**config.mk**
```make
export PLATFORM = sky130hd
export DESIGN_NAME = alu_seq
export DESIGN_NICKNAME = d
export VERILOG_FILES = /design/src/rtl/alu_seq.sv
export SDC_FILE = /design/constraint.sdc
export NUM_CORES = 1
export LEC_CHECK = 0
export CORE_MARGIN = 5
export CORE_UTILIZATION = 40
export CTS_BUF_LIST = sky130_fd_sc_hd__clkbuf_2
export DETAILED_ROUTE_END_ITERATION = 6
export DONT_BUFFER_PORTS = 1
export RECOVER_POWER = 100
export SLEW_MARGIN = 25
export SYNTH_ARGS = -nofsm -noshare
export SYNTH_HDL_FRONTEND = slang
export SYNTH_SLANG_ARGS = --single-unit
```
**constraint.sdc**
```tcl
create_clock -name clk -period 3.3 [get_ports clk]
set_input_delay 0.33 -clock clk [delete_from_list [all_inputs] [get_ports clk]]
set_output_delay 0.33 -clock clk [all_outputs]
set_load 0.03 [all_outputs]
```
**src/rtl/alu_seq.sv**
```systemverilog
// Handshaked ALU: single-cycle add/sub/logic/compare/shift ops plus iterative
// shift-add multiply and restoring divide/remainder, with a registered result.
module alu_seq #(
    parameter  int WIDTH   = 32,
    parameter  int ALUOP_W = 4,
    localparam int SHAMT_W = $clog2(WIDTH)
) (
    input  logic               clk,
    input  logic               rst_n,
    input  logic               in_valid,
    output logic               in_ready,
    input  logic [WIDTH-1:0]   a,
    input  logic [WIDTH-1:0]   b,
    input  logic [ALUOP_W-1:0] m,
    output logic               out_valid,
    input  logic               out_ready,
    output logic [WIDTH-1:0]   y,
    output logic               zf,
    output logic               cf,
    output logic               of,
    output logic               dz
);
    localparam int CNT_W = $clog2(WIDTH + 1);

    localparam logic [ALUOP_W-1:0] OP_ADD  = ALUOP_W'(0);
    localparam logic [ALUOP_W-1:0] OP_SUB  = ALUOP_W'(1);
    localparam logic [ALUOP_W-1:0] OP_AND  = ALUOP_W'(2);
    localparam logic [ALUOP_W-1:0] OP_OR   = ALUOP_W'(3);
    localparam logic [ALUOP_W-1:0] OP_XOR  = ALUOP_W'(4);
    localparam logic [ALUOP_W-1:0] OP_SLT  = ALUOP_W'(5);
    localparam logic [ALUOP_W-1:0] OP_SLTU = ALUOP_W'(6);
    localparam logic [ALUOP_W-1:0] OP_SLL  = ALUOP_W'(7);
    localparam logic [ALUOP_W-1:0] OP_SRL  = ALUOP_W'(8);
    localparam logic [ALUOP_W-1:0] OP_SRA  = ALUOP_W'(9);
    localparam logic [ALUOP_W-1:0] OP_MUL  = ALUOP_W'(10);
    localparam logic [ALUOP_W-1:0] OP_DIVU = ALUOP_W'(11);
    localparam logic [ALUOP_W-1:0] OP_REMU = ALUOP_W'(12);

    typedef struct packed {
        logic [WIDTH-1:0] y;
        logic             zf;
        logic             cf;
        logic             of;
        logic             dz;
    } res_t;

    typedef enum logic [1:0] {IDLE, BUSY, DONE} state_t;

    state_t             state, state_nxt;
    res_t               res, sc_res, it_res;
    logic [WIDTH-1:0]   ra, rb, acc;
    logic [ALUOP_W-1:0] mq;
    logic [CNT_W-1:0]   cnt;
    logic               accept, is_multi, it_last;
    logic [WIDTH:0]     sum, dif, div_sh, div_df;
    logic [SHAMT_W-1:0] shamt;

    assign accept   = in_valid & in_ready;
    assign is_multi = (m == OP_MUL) || (m == OP_DIVU) || (m == OP_REMU);
    assign it_last  = (cnt == CNT_W'(WIDTH));
    assign shamt    = b[SHAMT_W-1:0];

    assign out_valid = (state == DONE);
    assign y  = res.y;
    assign zf = res.zf;
    assign cf = res.cf;
    assign of = res.of;
    assign dz = res.dz;

    // Single-cycle result, computed straight from the input operands.
    always_comb begin
        sum    = {1'b0, a} + {1'b0, b};
        dif    = {1'b0, a} - {1'b0, b};
        sc_res = '0;
        case (m)
            OP_ADD: begin
                sc_res.y  = sum[WIDTH-1:0];
                sc_res.cf = sum[WIDTH];
                sc_res.of = (~a[WIDTH-1] & ~b[WIDTH-1] & sum[WIDTH-1]) |
                            ( a[WIDTH-1] &  b[WIDTH-1] & ~sum[WIDTH-1]);
            end
            OP_SUB: begin
                sc_res.y  = dif[WIDTH-1:0];
                sc_res.cf = dif[WIDTH];
                sc_res.of = (~a[WIDTH-1] &  b[WIDTH-1] & dif[WIDTH-1]) |
                            ( a[WIDTH-1] & ~b[WIDTH-1] & ~dif[WIDTH-1]);
            end
            OP_AND:  sc_res.y = a & b;
            OP_OR:   sc_res.y = a | b;
            OP_XOR:  sc_res.y = a ^ b;
            OP_SLT:  sc_res.y = {{(WIDTH-1){1'b0}}, $signed(a) < $signed(b)};
            OP_SLTU: sc_res.y = {{(WIDTH-1){1'b0}}, a < b};
            OP_SLL:  sc_res.y = a << shamt;
            OP_SRL:  sc_res.y = a >> shamt;
            OP_SRA:  sc_res.y = WIDTH'($signed(a) >>> shamt);
            default: sc_res.y = '0;
        endcase
        sc_res.zf = (sc_res.y == '0);
    end

    // Restoring-division step: ra shifts the dividend out MSB first and the
    // quotient in LSB first; acc holds the partial remainder.
    assign div_sh = {acc, ra[WIDTH-1]};
    assign div_df = div_sh - {1'b0, rb};

    always_comb begin
        it_res = '0;
        case (mq)
            OP_MUL:  it_res.y = acc;
            OP_DIVU: it_res.y = ra;
            default: it_res.y = acc;
        endcase
        it_res.dz = (mq != OP_MUL) && (rb == '0);
        it_res.zf = (it_res.y == '0);
    end

    always_comb begin
        state_nxt = state;
        in_ready  = 1'b0;
        case (state)
            IDLE: in_ready = 1'b1;
            BUSY: if (it_last) state_nxt = DONE;
            DONE: begin
                in_ready = out_ready;
                if (out_ready) state_nxt = IDLE;
            end
            default: state_nxt = IDLE;
        endcase
        if (accept) state_nxt = is_multi ? BUSY : DONE;
    end

    always_ff @(posedge clk or negedge rst_n) begin
        if (!rst_n) state <= IDLE;
        else        state <= state_nxt;
    end

    always_ff @(posedge clk or negedge rst_n) begin
        if (!rst_n) begin
            res <= '0;
            ra  <= '0;
            rb  <= '0;
            acc <= '0;
            mq  <= '0;
            cnt <= '0;
        end else if (accept) begin
            if (is_multi) begin
                ra  <= a;
                rb  <= b;
                acc <= '0;
                mq  <= m;
                cnt <= '0;
            end else begin
                res <= sc_res;
            end
        end else if (state == BUSY) begin
            if (it_last) begin
                res <= it_res;
            end else begin
                cnt <= cnt + CNT_W'(1);
                if (mq == OP_MUL) begin
                    acc <= acc + (rb[0] ? ra : '0);
                    ra  <= ra << 1;
                    rb  <= rb >> 1;
                end else begin
                    acc <= div_df[WIDTH] ? div_sh[WIDTH-1:0] : div_df[WIDTH-1:0];
                    ra  <= {ra[WIDTH-2:0], ~div_df[WIDTH]};
                end
            end
        end
    end
endmodule

```
* Yosys cells after proc, flatten, opt, wreduce, memory -nomap -nowiden
Cells that the tools add are included.
** Operators by class
- Add/sub/neg operators :: 5
- $lt $le $gt $ge :: 2
- Equality and inequality tests :: 24
- Shift-type cells :: 3
- Multiplexer cells :: 34
- Bitwise logic cells :: 19
- Reductions and logical operators :: 16
** Operators by type and width (count)
- $mux 32 :: 17
- $pmux 32 s10 :: 1
- $mux 36 :: 4
- $logic_not 32->1 :: 3
- $lt 32x32->1 :: 2
- $add 32x32->33 :: 1
- $sub 32x32->33 :: 1
- $sub 33x32->33 :: 1
- $add 32x32->32 :: 1
- $and 32x32->32 :: 1
- $or 32x32->32 :: 1
- $shl 32x5->32 :: 1
- $shr 32x5->32 :: 1
- $sshr 32x5->32 :: 1
- $xor 32x32->32 :: 1
- $eq 4x4->1 const B :: 7
- $mux 6 :: 4
- $eq 4x3->1 const B :: 4
- $and 1x1->1 :: 9
- $reduce_and 3->1 :: 3
- $eq 4x2->1 const B :: 2
- $mux 2 :: 4
- $add 6x1->6 const B :: 1
- $eq 6x6->1 const B :: 1
- 21 further kinds :: 31
** Word-level totals
- Flip-flop bits (word level) :: 144
- Logic and storage cells :: 114

* Logic depth before layout (Yosys ltp)
- Word-level depth :: 7
- Depth in mapped cells :: 18
- Gate-level depth less buffers :: 16

* Worst setup path after synthesis
OpenSTA, ideal clock, no wires.
- Path kind :: in2reg
- Start :: input b[1]
- End :: register res, in the netlist zf
- Arrival :: 4512 ps
- Data required time :: 3208 ps
- Slack :: -1304 ps
- Stages on the path :: 18
- Path through :: clkbuf_1 -> inv_2 -> buf_1 -> clkbuf_1 -> clkbuf_1 -> fa_1 -> nor3b_1 -> o31ai_1 -> a211oi_1 -> nor4_2 -> nor2_1 -> a21boi_0 -> o2bb2ai_1 -> or3_1 -> a2111o_1 -> nor4_1 -> nand3_1 -> o31ai_2
** Between the ends
- Cells in the longest elaborated chain, start to end :: 5
- Elaborated cells between the ends (all ways) :: 14
- Those cells by class :: add/sub: 2; order compare: 2; shift: 3; mux: 3; bitwise: 3; reduce/logical: 1
** Ends and longest elaborated chain
- from (decl) :: RTL line 13 : input logic [WIDTH-1:0] b,
- $sub 32x32->33, or another cell as far along :: RTL line 73 : dif = {1'b0, a} - {1'b0, b};
- $pmux 32 s10 * :: RTL line 75 : case (m)
- $logic_not 32->1 * :: RTL line 98 : sc_res.zf = (sc_res.y == '0);
- $mux 36 * :: RTL line 146 : if (is_multi) begin
- $mux 36 * :: RTL line 145 : end else if (accept) begin
- to (signal assigned) :: RTL line 153 : res <= sc_res;
- to (signal assigned) :: RTL line 157 : res <= it_res;
- to (decl) :: RTL line 50 : res_t res, sc_res, it_res;
Mark *: on every way between the ends. The rest lies on a longest branch, timed or not. The select of a mux whose other input is x is not followed.
A chain may end at the register's enable or synchronous reset.

* Final worst setup path
- Start :: register acc[22]
- End :: register acc[5]
** Between the ends
- Cells in the longest elaborated chain, start to end :: 6
** Ends and longest elaborated chain
- from (decl) :: RTL line 51 : logic [WIDTH-1:0] ra, rb, acc;
- from (signal assigned) :: RTL line 161 : acc <= acc + (rb[0] ? ra : '0);
- from (signal assigned) :: RTL line 165 : acc <= div_df[WIDTH] ? div_sh[WIDTH-1:0] : div_df[WIDTH-1:0];
- $sub 33x32->33 :: RTL line 104 : assign div_df = div_sh - {1'b0, rb};
- $mux 32 :: RTL line 165
- $mux 32 :: RTL line 160 : if (mq == OP_MUL) begin
- $mux 32 :: RTL line 156 : if (it_last) begin
- $mux 32 :: RTL line 155 : end else if (state == BUSY) begin
- $mux 32 :: RTL line 145
Every way passes these cells. The select of a mux whose other input is x is not followed.

==> flow_metrics.tcl <==
set metrics [dict create \
    status "finished, violations left" \
    violations "max-capacitance violations, max-slew violations, negative setup slack" \
    ys_ff_latch 144 \
    min_from "out_ready" \
    dpl_worst_slack_ns -0.533 \
    routed_wirelength_um 96200 \
    maxCapViolCount 1 \
    peakVddDrop_mv 0.286 \
    cts_root_buf "clkbuf_2" \
    dr_total_vias 23600 \
    start_util_pct 40.4 \
    cpMostUsedCell "buf_6" \
    avgSynthCellArea_um2 7.54 \
    overflow 0 \
    ys_seq_area_share_pct 18.2 \
    maxSlewViolCount 145 \
    vias_per_cell 6.18 \
    cp-end-kind "register" \
    seq_area_um2 3600 \
    dpl.hpwl_um 75100 \
    hold_path_depth 2 \
    nFillCells 4717 \
    comb_power_share_pct 71.0 \
    grt_pass1_wl_um 143000 \
    fmax_mhz 289 \
    met3_usage_pct 4.05 \
    leakage_nw 12.6 \
    first_pass_iters 6 \
    dp.cells 3701 \
    intPower_mw 8.75 \
    seqPwrFrac_pct 21.7 \
    swShare_pct 47.3 \
    worst_slew_pin_slew_ns 2.03 \
    io_buffer_count 0 \
    netlist-cell-type-count 88 \
    fin_cells 3828 \
    grt_usage_pct 34.5 \
    clockBufferDepth 2 \
    multi_input_area_um2 15500 \
    synth_area_leader_cell "dfrtp_1" \
    yosysTopAreaCellShare_pct 18.2 \
    reg2reg_from "acc[22]$_DFFE_PN0P_" \
    hp-class "in2reg" \
    ys_top_cells_by_area "dfrtp_1 18%, ha_1 11%, nand2_1 6.3%, mux2i_1 5.7%, o21ai_0 4.8%" \
    syn_inst 2622 \
    rsz0062_at_grt "yes" \
    cp.required_ns 4.06 \
    gp_congestion 1.03 \
    rows 81 \
    antenna_found_initial 2 \
    synthToLayoutAreaGrowth_pct 32.8 \
    grt_max_degree 145 \
    synth.most_common_cell "nand2_1" \
    period_needed_ns 3.46 \
    drc_errors 0 \
    r2r_end "acc[5]$_DFFE_PN0P_" \
    use_met1_pct 44.9 \
    fp.dieH_um 232 \
    worstHoldEndpoint "state[1]$_DFFE_PN0P_" \
    yosysWarnings 0 \
    synth_edf_count 0 \
    worstSetupPathType "reg2reg" \
    arrival_ns 4.22 \
    die_area_um2 53900 \
    cts_sinks 144 \
    ant_nets 0 \
    ys.flop_type "dfrtp_1" \
    grt_use_met2_pct 56.3 \
    wl_per_cell_um 25.1 \
    htreeDepth 4 \
    layout-drive-gt1-share_pct 25.9 \
    syn_area_um2 19800 \
    synth_commonest_cells "331 x nand2_1, 232 x nor2_1, 190 x o21ai_0" \
    clkTransAtPathRegs_ns 0.22 \
    worst-path-max-fanout 5 \
    worst_slack_ns -0.164 \
    worst-r2r-setup-slack_ns -0.16 \
    setup_violations 27 \
    top_usage_layer "met2" \
    cts_tree "built" \
    cpPeakStageDelay_ns 0.47 \
    rr_worst_depth 15 \
    coreArea_um2 49000 \
    netSwitchingPower_mw 7.86 \
    fin_nets 3398 \
    whs_ns 0.0908 \
    synth_nets 2870 \
    grt_pass1_vias 23200 \
    cts_buffers 17 \
    io-pin-count 110 \
    clkLatencyLatePin_ns 0.86 \
    p_per_area_nw_per_um2 633 \
    finalCritPeriodShare_pct 105 \
    drtIter0Drc 2649 \
    async_reset_ff_share_pct 100 \
    clkPwrFrac_pct 7.3 \
    fin_worst_skew_ns 0.0533 \
    cp_cell_sequence "ha_4, buf_6, a21o_1, a21o_1, a221o_1, or3_4, nor3_4, o31ai_2, a21oi_2, xnor2_4, buf_6, buf_6, mux2i_1, nand2_1, a32o_1" \
    crit_slowest_cell "dfrtp_1" \
    die_w_um 232 \
    hold_violations 0 \
    slew_headroom_pct -35.4 \
    startpoint_type "register" \
]
## worst max-delay path, delay by kind of cell (launching register included)
family                     cells  cell delay (ns)
AOI/OAI and AO/OA              6             1.26
and+or+nand+nor                3             0.68
DFF                            1             0.47
buffers and inverters          3             0.39
adders and majority gates      1             0.23
muxes                          1             0.18
xor gates and xnor gates       1             0.16
## power groups by stage
stage / clock [mW] / combinational, mW / sequential, mW
after floorplan: 0 / 6.19 / 3.50
after global placement: 0 / 10.2 / 3.57
after detailed placement: 0 / 10.4 / 3.61
after CTS: 1.24 / 11.0 / 3.58
after global routing: 1.30 / 12.8 / 3.68
final: 1.22 / 11.8 / 3.60
## state kept, by name (all words and copies together), names as in the netlist, 2 cells and up
register  count
state         2
mq            4
rb           32
cnt           6
y            32
acc          32
ra           32
## per-stage QoR
step           total power, mW  area, um^2  setup TNS (ns)  utilization [%]
2_1_floorplan             9.69       20000          -0.743                -
3_3_place_gp              13.8       24500          -16.25             50.1
3_5_place_dp              14.0       24500          -17.10             50.1
4_1_cts                   15.8       25800           -1.88             52.7
5_1_grt                   17.8       26200           -7.67             53.6
6_report                  16.6       26200           -2.13             53.6
## routing by layer
| metal | share of wire, % | vias to the layer above |
|---|---|---|
| met3 | 7.6 | 286 |
| met5 | 0 | - |
| met4 | 6.3 | 0 |
| li1 | - | 10700 |
| met1 | 41 | 11400 |
| met2 | 45 | 1238 |
## worst max-delay path by stage
stage / from / end / slack, ns / depth (start not counted)
after floorplan: b[1] / zf$_DFFE_PN0P_ / -0.39 / 18
after global placement: a[14] / zf$_DFFE_PN0P_ / -0.65 / 15
after detailed placement: a[8] / zf$_DFFE_PN0P_ / -0.53 / 17
after CTS: rb[23]$_DFFE_PN0P_ / acc[5]$_DFFE_PN0P_ / -0.15 / 17
after global routing: rb[21]$_DFFE_PN0P_ / acc[23]$_DFFE_PN0P_ / -0.33 / 14
final: acc[22]$_DFFE_PN0P_ / acc[5]$_DFFE_PN0P_ / -0.16 / 15
## layout by cell type, fill, tap and decap left out, types with 47 or more instances in the layout
cell / n
buf_4: 577
nand2_1: 326
nor2_1: 229
ha_1: 163
a21oi_1: 159
inv_1: 148
o21ai_0: 147
dfrtp_1: 143
mux2i_1: 112
dlygate4sd3_1: 64
a31oi_1: 56
a21o_1: 54
nand3_1: 47
## final cells by class
| type | instances | area share [%] |
|---|---|---|
| multi-input combinational | 2149 | 59.0 |
| timing repair buffer | 683 | 20.7 |
| sequential | 144 | 13.7 |
| tap | 664 | 3.17 |
| inverter | 155 | 2.25 |
| clock inverter | 14 | 0.715 |
| clock buffer | 18 | 0.343 |
| antenna | 1 | 0.00953 |
## cell families (layout without fill, tap and decap cells)
kind of cell             Yosys count  after routing  share of synthesized area, %
AND/OR/NAND/NOR                  878            878                          20.6
AO/OA/AOI/OAI                    862            862                          29.3
buffers and inverters            329            870                          6.69
adder cells (fa/ha/maj)          176            176                          11.3
multiplexers                     167            167                          11.0
flip-flops                       144            144                          18.2
XOR/XNOR                          66             66                          2.96
other                              0              1                             0
## timing repair
item                                    4_1_cts  5_1_grt
cloned                                        1        0
pin swaps                                    15       43
hold endpoints to repair                    214        1
hold buffers                                 69        1
endpoints found under the setup margin       33       47
buffers inserted                             11       14
resized for setup                            46      122
Power figures use the tool's default switching activity.
